==> src/rtl/recirc_ctrl_if.sv <==
// Lane-side bundle for recirc_ctrl: lane inputs, recirculation and downstream
// outputs, plus the idle/state status.
interface recirc_ctrl_if;
    logic [7:0] data_0, data_1, data_2, data_3;
    logic       valid_0, valid_1, valid_2, valid_3;
    logic [7:0] data_0r, data_1r, data_2r, data_3r;
    logic       valid_0r, valid_1r, valid_2r, valid_3r;
    logic [7:0] data_0o, data_1o, data_2o, data_3o;
    logic       valid_0o, valid_1o, valid_2o, valid_3o;
    logic       idle_out;
    logic [1:0] state;

    // master: lane sources / consumers; slave: the controller
    modport master (
        output data_0, data_1, data_2, data_3,
        output valid_0, valid_1, valid_2, valid_3,
        input  data_0r, data_1r, data_2r, data_3r,
        input  valid_0r, valid_1r, valid_2r, valid_3r,
        input  data_0o, data_1o, data_2o, data_3o,
        input  valid_0o, valid_1o, valid_2o, valid_3o,
        input  idle_out, state
    );

    modport slave (
        input  data_0, data_1, data_2, data_3,
        input  valid_0, valid_1, valid_2, valid_3,
        output data_0r, data_1r, data_2r, data_3r,
        output valid_0r, valid_1r, valid_2r, valid_3r,
        output data_0o, data_1o, data_2o, data_3o,
        output valid_0o, valid_1o, valid_2o, valid_3o,
        output idle_out, state
    );
endinterface

==> src/rtl/recirc_ctrl.sv <==
// Sequencing controller for the 4-lane recirculation/demux datapath:
// RESET -> INIT (loopback) -> IDLE <-> ACTIVE (forwarding).
module recirc_lane (
    input  logic       clk_f,
    input  logic       reset,
    input  logic       rec_en_i,
    input  logic       fwd_en_i,
    input  logic [7:0] data_i,
    input  logic       valid_i,
    output logic [7:0] data_r_o,
    output logic       valid_r_o,
    output logic [7:0] data_o_o,
    output logic       valid_o_o
);
    logic [7:0] data_r_q, data_o_q;
    logic       valid_r_q, valid_o_q;

    always_ff @(posedge clk_f or negedge reset) begin
        if (!reset) begin
            data_r_q  <= '0;
            valid_r_q <= 1'b0;
            data_o_q  <= '0;
            valid_o_q <= 1'b0;
        end else begin
            data_r_q  <= rec_en_i ? data_i  : '0;
            valid_r_q <= rec_en_i ? valid_i : 1'b0;
            data_o_q  <= fwd_en_i ? data_i  : '0;
            valid_o_q <= fwd_en_i ? valid_i : 1'b0;
        end
    end

    assign data_r_o  = data_r_q;
    assign valid_r_o = valid_r_q;
    assign data_o_o  = data_o_q;
    assign valid_o_o = valid_o_q;
endmodule

module recirc_ctrl #(
    parameter int INIT_CYCLES = 4,
    parameter int IDLE_GAP    = 3
) (
    input  logic       clk_f,
    input  logic       reset,
    recirc_ctrl_if.slave lanes
);
    localparam int NUM_LANES = 4;
    localparam logic [7:0] INIT_LAST = 8'(INIT_CYCLES - 1);
    localparam logic [7:0] GAP_LAST  = 8'(IDLE_GAP - 1);

    typedef enum logic [1:0] {
        ST_RESET  = 2'd0,
        ST_INIT   = 2'd1,
        ST_IDLE   = 2'd2,
        ST_ACTIVE = 2'd3
    } state_t;

    state_t     state_q, state_d;
    logic [7:0] init_cnt_q, init_cnt_d;
    logic [7:0] gap_cnt_q, gap_cnt_d;
    logic       rec_en, fwd_en, any_valid;

    logic [NUM_LANES-1:0][7:0] data, data_r, data_o;
    logic [NUM_LANES-1:0]      valid, valid_r, valid_o;

    assign data  = {lanes.data_3, lanes.data_2, lanes.data_1, lanes.data_0};
    assign valid = {lanes.valid_3, lanes.valid_2, lanes.valid_1, lanes.valid_0};
    assign any_valid = |valid;

    always_ff @(posedge clk_f or negedge reset) begin
        if (!reset) begin
            state_q    <= ST_RESET;
            init_cnt_q <= '0;
            gap_cnt_q  <= '0;
        end else begin
            state_q    <= state_d;
            init_cnt_q <= init_cnt_d;
            gap_cnt_q  <= gap_cnt_d;
        end
    end

    always_comb begin
        state_d    = state_q;
        init_cnt_d = init_cnt_q;
        gap_cnt_d  = gap_cnt_q;
        rec_en     = 1'b0;
        fwd_en     = 1'b0;
        case (state_q)
            ST_RESET: state_d = ST_INIT;
            ST_INIT: begin
                rec_en = 1'b1;
                if (init_cnt_q != INIT_LAST) init_cnt_d = init_cnt_q + 8'd1;
                if (init_cnt_q == INIT_LAST && !any_valid) state_d = ST_IDLE;
            end
            ST_IDLE: begin
                // the word that wakes us is forwarded on the same edge
                if (any_valid) begin
                    state_d   = ST_ACTIVE;
                    fwd_en    = 1'b1;
                    gap_cnt_d = '0;
                end
            end
            ST_ACTIVE: begin
                fwd_en = 1'b1;
                if (any_valid) begin
                    gap_cnt_d = '0;
                end else begin
                    gap_cnt_d = gap_cnt_q + 8'd1;
                    if (gap_cnt_q == GAP_LAST) state_d = ST_IDLE;
                end
            end
            default: state_d = ST_RESET;
        endcase
    end

    for (genvar i = 0; i < NUM_LANES; i++) begin : g_lane
        recirc_lane u_lane (
            .clk_f    (clk_f),
            .reset    (reset),
            .rec_en_i (rec_en),
            .fwd_en_i (fwd_en),
            .data_i   (data[i]),
            .valid_i  (valid[i]),
            .data_r_o (data_r[i]),
            .valid_r_o(valid_r[i]),
            .data_o_o (data_o[i]),
            .valid_o_o(valid_o[i])
        );
    end

    assign {lanes.data_3r, lanes.data_2r, lanes.data_1r, lanes.data_0r} = data_r;
    assign {lanes.valid_3r, lanes.valid_2r, lanes.valid_1r, lanes.valid_0r} = valid_r;
    assign {lanes.data_3o, lanes.data_2o, lanes.data_1o, lanes.data_0o} = data_o;
    assign {lanes.valid_3o, lanes.valid_2o, lanes.valid_1o, lanes.valid_0o} = valid_o;
    assign lanes.idle_out = (state_q == ST_IDLE);
    assign lanes.state    = state_q;
endmodule

==> src/flat_wrapper.sv <==
// flat-port wrapper written by rule: the top's interface ports become plain ports
module recirc_ctrl_flat 
#(
    parameter int INIT_CYCLES = 4,
    parameter int IDLE_GAP    = 3
)
  (clk_f, reset, lanes_data_0, lanes_data_1, lanes_data_2, lanes_data_3, lanes_valid_0, lanes_valid_1, lanes_valid_2, lanes_valid_3, lanes_data_0r, lanes_data_1r, lanes_data_2r, lanes_data_3r, lanes_valid_0r, lanes_valid_1r, lanes_valid_2r, lanes_valid_3r, lanes_data_0o, lanes_data_1o, lanes_data_2o, lanes_data_3o, lanes_valid_0o, lanes_valid_1o, lanes_valid_2o, lanes_valid_3o, lanes_idle_out, lanes_state);
  recirc_ctrl_if lanes_i ();
  input  logic clk_f;
  input  logic reset;
  input wire logic [$bits(lanes_i.data_0)-1:0] lanes_data_0;
  input wire logic [$bits(lanes_i.data_1)-1:0] lanes_data_1;
  input wire logic [$bits(lanes_i.data_2)-1:0] lanes_data_2;
  input wire logic [$bits(lanes_i.data_3)-1:0] lanes_data_3;
  input wire logic [$bits(lanes_i.valid_0)-1:0] lanes_valid_0;
  input wire logic [$bits(lanes_i.valid_1)-1:0] lanes_valid_1;
  input wire logic [$bits(lanes_i.valid_2)-1:0] lanes_valid_2;
  input wire logic [$bits(lanes_i.valid_3)-1:0] lanes_valid_3;
  output wire logic [$bits(lanes_i.data_0r)-1:0] lanes_data_0r;
  output wire logic [$bits(lanes_i.data_1r)-1:0] lanes_data_1r;
  output wire logic [$bits(lanes_i.data_2r)-1:0] lanes_data_2r;
  output wire logic [$bits(lanes_i.data_3r)-1:0] lanes_data_3r;
  output wire logic [$bits(lanes_i.valid_0r)-1:0] lanes_valid_0r;
  output wire logic [$bits(lanes_i.valid_1r)-1:0] lanes_valid_1r;
  output wire logic [$bits(lanes_i.valid_2r)-1:0] lanes_valid_2r;
  output wire logic [$bits(lanes_i.valid_3r)-1:0] lanes_valid_3r;
  output wire logic [$bits(lanes_i.data_0o)-1:0] lanes_data_0o;
  output wire logic [$bits(lanes_i.data_1o)-1:0] lanes_data_1o;
  output wire logic [$bits(lanes_i.data_2o)-1:0] lanes_data_2o;
  output wire logic [$bits(lanes_i.data_3o)-1:0] lanes_data_3o;
  output wire logic [$bits(lanes_i.valid_0o)-1:0] lanes_valid_0o;
  output wire logic [$bits(lanes_i.valid_1o)-1:0] lanes_valid_1o;
  output wire logic [$bits(lanes_i.valid_2o)-1:0] lanes_valid_2o;
  output wire logic [$bits(lanes_i.valid_3o)-1:0] lanes_valid_3o;
  output wire logic [$bits(lanes_i.idle_out)-1:0] lanes_idle_out;
  output wire logic [$bits(lanes_i.state)-1:0] lanes_state;
  assign lanes_i.data_0 = lanes_data_0;
  assign lanes_i.data_1 = lanes_data_1;
  assign lanes_i.data_2 = lanes_data_2;
  assign lanes_i.data_3 = lanes_data_3;
  assign lanes_i.valid_0 = lanes_valid_0;
  assign lanes_i.valid_1 = lanes_valid_1;
  assign lanes_i.valid_2 = lanes_valid_2;
  assign lanes_i.valid_3 = lanes_valid_3;
  assign lanes_data_0r = lanes_i.data_0r;
  assign lanes_data_1r = lanes_i.data_1r;
  assign lanes_data_2r = lanes_i.data_2r;
  assign lanes_data_3r = lanes_i.data_3r;
  assign lanes_valid_0r = lanes_i.valid_0r;
  assign lanes_valid_1r = lanes_i.valid_1r;
  assign lanes_valid_2r = lanes_i.valid_2r;
  assign lanes_valid_3r = lanes_i.valid_3r;
  assign lanes_data_0o = lanes_i.data_0o;
  assign lanes_data_1o = lanes_i.data_1o;
  assign lanes_data_2o = lanes_i.data_2o;
  assign lanes_data_3o = lanes_i.data_3o;
  assign lanes_valid_0o = lanes_i.valid_0o;
  assign lanes_valid_1o = lanes_i.valid_1o;
  assign lanes_valid_2o = lanes_i.valid_2o;
  assign lanes_valid_3o = lanes_i.valid_3o;
  assign lanes_idle_out = lanes_i.idle_out;
  assign lanes_state = lanes_i.state;
  recirc_ctrl #(.INIT_CYCLES(INIT_CYCLES), .IDLE_GAP(IDLE_GAP)) u_core (.clk_f(clk_f), .reset(reset), .lanes(lanes_i));
endmodule
==> config.mk <==
export PLATFORM = sky130hd
export DESIGN_NAME = recirc_ctrl_flat
export DESIGN_NICKNAME = d
export VERILOG_FILES = /design/src/rtl/recirc_ctrl_if.sv /design/src/rtl/recirc_ctrl.sv /design/src/flat_wrapper.sv
export SDC_FILE = /design/constraint.sdc
export NUM_CORES = 1
export LEC_CHECK = 0
export BUFFER_PORTS_ARGS = -buffer_cell sky130_fd_sc_hd__buf_2
export CAP_MARGIN = 20
export CORE_UTILIZATION = 53
export DETAILED_ROUTE_END_ITERATION = 7
export PLACE_DENSITY_LB_ADDON = 0.05
export REMOVE_ABC_BUFFERS = 1
export SLEW_MARGIN = 10
export SYNTH_ARGS = -nofsm -noshare
export SYNTH_HDL_FRONTEND = slang
export SYNTH_SLANG_ARGS = --single-unit
==> constraint.sdc <==
create_clock -name clk_f -period 4.9 [get_ports clk_f]
set_input_delay 0.735 -clock clk_f [delete_from_list [all_inputs] [get_ports clk_f]]
set_output_delay 0.735 -clock clk_f [all_outputs]
set_load 0.005 [all_outputs]
==> key figures <==
Outcome
  – Status: finished, final reports clean

Logic synthesis
  – Area of the mapped netlist: 3240 um2
  – Yosys Warn Count: 0
  – Yosys cell types: 32
  – Synth async-reset ratio: 1.00
  – Post-synthesis adder-cell area fraction: 0.0116
  – Sequential area share after synthesis: 0.695
  – Largest family of logic cells by synthesized area: simple AND/OR/NAND/NOR gates
  – Top post-synthesis cells by area: dfrtp_1 (70%), and2_1 (14%), or4_1 (1.4%), xnor2_1 (1.4%), ha_1 (1.2%)
  – Post-synthesis simple-gate area fraction: 0.218
  – Mux cell area share after synthesis: 0.00966
  – Synth Flop Type: dfrtp_1
  – XOR/XNOR share of the synthesized area: 0.0162
  – Avg Cell Area, Syn: between 10 and 15 um2
  – Area share of the largest cell type after synthesis: 0.695
  – Post-synthesis register bit count: 90
  – Cell count after synthesis: approximately 250
  – Post-synthesis compound-gate area fraction: 0.0305
  – Post-synth EDFFs: 0
  – Cell accounting for the most synthesized area: dfrtp_1

Floorplan
  – Placement row count: 28
  – Core area: 5920 um2
  – Top Ports: 113
  – Die Y: about 80 um
  – Die X: ~80 um
  – Starting Density: 0.547
  – Full die area: roughly 6400 um2

Placement
  – Port Buffers: between 100 and 150
  – DP HPWL: between 4000 and 5000 um
  – Routability-driven placement congestion ratio: 0.801

CTS
  – Clock latency at the later pin of the worst-skew pair: 0.35 ns
  – Clk slew on worst S/H paths: roughly 0.080 ns
  – Clock sink count: 90
  – Root Driver: clkbuf_8
  – H-tree depth reported by CTS: 3
  – Setup repair bufs after CTS: 0
  – Hold Buf Count CTS: 0
  – CTS resizes: 0
  – CTS Buf Count: 9
  – Deepest clock path buffer count: 2
  – TritonCTS clock tree: yes

Worst setup path
  – RR Startpoint: u_core.lanes.state[1]
  – Worst EP required: ~4.2 ns
  – Worst path arrival time: between 1 and 1.5 ns
  – CP endpoint: lanes_idle_out
  – Crit-path leading delay family: flip-flops
  – Max stage delay on crit path: around 0.74 ns
  – Worst-path cell chain: nor2b_1, buf_2
  – Kind of critical path: reg -> out
  – Critical path buffers and inverters: 1
  – Critical path capture point type: primary output
  – Slowest-stage cell, CP: dfrtp_1
  – Worst Reg-to-Reg Cells: 2
  – Crit Path Max Fanout: 21
  – CP Launch Type: flop
  – R2R Setup Slk: ~3 ns
  – RR Endpoint: u_core.gap_cnt_q[3]
  – Worst path depth: 2
  – CP startpoint: u_core.lanes.state[1]

Worst hold path
  – Worst Hold Class: in -> async

STA
  – RSZ-0062 raised after global routing: no
  – Fmax: 468 MHz
  – Layout Skew: between 0.004 and 0.005 ns
  – Final Hold Viols: 0
  – Setup Viol. Count Final: 0
  – Setup TNS: 0 ns
  – Slew HR: 0.343
  – Hold slack: about 0.29 ns
  – Slew @ Worst Pin: between 0.9 and 1 ns
  – Crit path time final: around 2.1 ns
  – Fin crit share: 0.436
  – Final Max Slew Viols: 0

Job
  – Max-Cap Viols: 0

Routing
  – Vias after detailed routing: ~2,200
  – Post-detailed-route via-to-cell ratio: about 5
  – Starting DRT DRC Count: roughly 160
  – Final wirelength: approximately 6400 um
  – Drt pass-1 iters: 4
  – Remaining DRCs: 0
  – Routed length per placed instance: roughly 15 um
  – DRT antenna net count: 0

Layout
  – Layout cells sized above 1: 0.366
  – Most frequent cells in the layout: buf_2 (111), dfrtp_1 (90), and2_1 (72)
  – Area Growth Syn to Fin: 27.2%
  – N_diodes: 0
  – Most frequent standard cell in the layout excluding fill and tap cells: buf_2
  – Nets: 403

Power
  – Leak: 0.00215 uW
  – Worst vdd ir: approximately 0.00033 V
  – PwrDens: between 400 and 500 nW/um2

Global route
  – Total GRT Usage: 0.212
  – Grt total ovfl: 0
  – Number of global-route vias before repair: 1,957
  – Largest net degree at the start of global routing: 91
  – Initial antenna violation count: 0
  – First-pass GRT wire length: about 9900 um
## cells in the mapped netlist (2+ instances only)
cell and count:
nand3_1 6, a21oi_1 2, and2_1 72, nor2_1 2
mux2i_1 2, o211ai_1 2, ha_1 3, xnor2_1 5
nand4_1 6, nor2b_1 2, inv_1 6, or4_1 6
dfrtp_1 90, o221ai_1 3, nor4b_1 2, nand2_1 8
nand2b_1 5, clkbuf_1 9, nor3_1 2
## metrics by stage
| step | cells | instance area, um2 | utilization | total power [uW] | setup WS [ns] |
|---|---|---|---|---|---|
| 2_1_floorplan | 236 | 3200 | - | 1260 | 2.56 |
| 3_3_place_gp | 425 | 3870 | 0.654 | 1510 | 2.42 |
| 5_1_grt | 441 | 4120 | 0.696 | 2180 | 2.67 |
| 3_5_place_dp | 425 | 3870 | 0.654 | 1530 | 2.42 |
| 4_1_cts | 440 | 4090 | 0.691 | 2070 | 2.75 |
| 6_report | 441 | 4120 | 0.696 | 2050 | 2.76 |
## worst reg2reg max path, stage by stage (launching register included)
cell and delay, ns:
dfrtp_1 0.74, o21a_1 0.87, o221ai_1 0.20
## power breakdown
group / switching, uW / internal [uW]
combinational: 247 / 251
sequential: 91.5 / 919
clock: 244 / 297
## logic make-up after synthesis
logic type | count (synthesis)
flip-flops | 90
adder cells (fa/ha/maj) | 3
AND/OR/NAND/NOR | 115
XOR/XNOR | 6
multiplexers | 3
buffers and inverters | 16
AO/OA/AOI/OAI | 13
## per-layer routing
layer  track usage  share of wire  wire length, um  vias up
met1         0.297           0.45             2860     1046
met2         0.310           0.48             3070       84
met5             0              0                0        -
met3        0.0477          0.063              402        9
met4         0.111          0.014               87        0
li1              -              -                -     1037
## registers in the layout, summed over array words and instances, names as in the netlist
register and count:
u_core.g_lane.u_lane.data_o_o 32, u_core.g_lane.u_lane.data_r_o 32, u_core.g_lane.u_lane.valid_o_o 4, u_core.g_lane.u_lane.valid_r_o 4
u_core.gap_cnt_q 8, u_core.init_cnt_q 8, u_core.lanes.state 2
## cell type report
class,instances,area [um2]
Clock buffer,10,138
Inverter,6,22.5
Sequential cell,90,2250
Tap cell,75,93.8
Multi-Input combinational cell,140,928
Fill cell,442,1800
Timing Repair Buffer,115,606
Clock inverter,5,78.8
## worst min-delay path by stage
stage / end / cells after the start / slack [ns] / startpoint
4_1_cts: u_core.init_cnt_q[7] / 1 / 0.49 / u_core.init_cnt_q[7]
3_5_place_dp: u_core.init_cnt_q[7] / 1 / 0.47 / u_core.init_cnt_q[7]
3_3_place_gp: u_core.init_cnt_q[7] / 1 / 0.47 / u_core.init_cnt_q[7]
5_1_grt: u_core.g_lane[1].u_lane.data_o_o[2] / 1 / 0.29 / reset
2_1_floorplan: u_core.g_lane[0].u_lane.data_o_o[0] / 0 / 0.44 / reset
6_report: u_core.g_lane[1].u_lane.data_o_o[2] / 1 / 0.29 / reset
No activity file was read; power rests on OpenSTA's default activity.
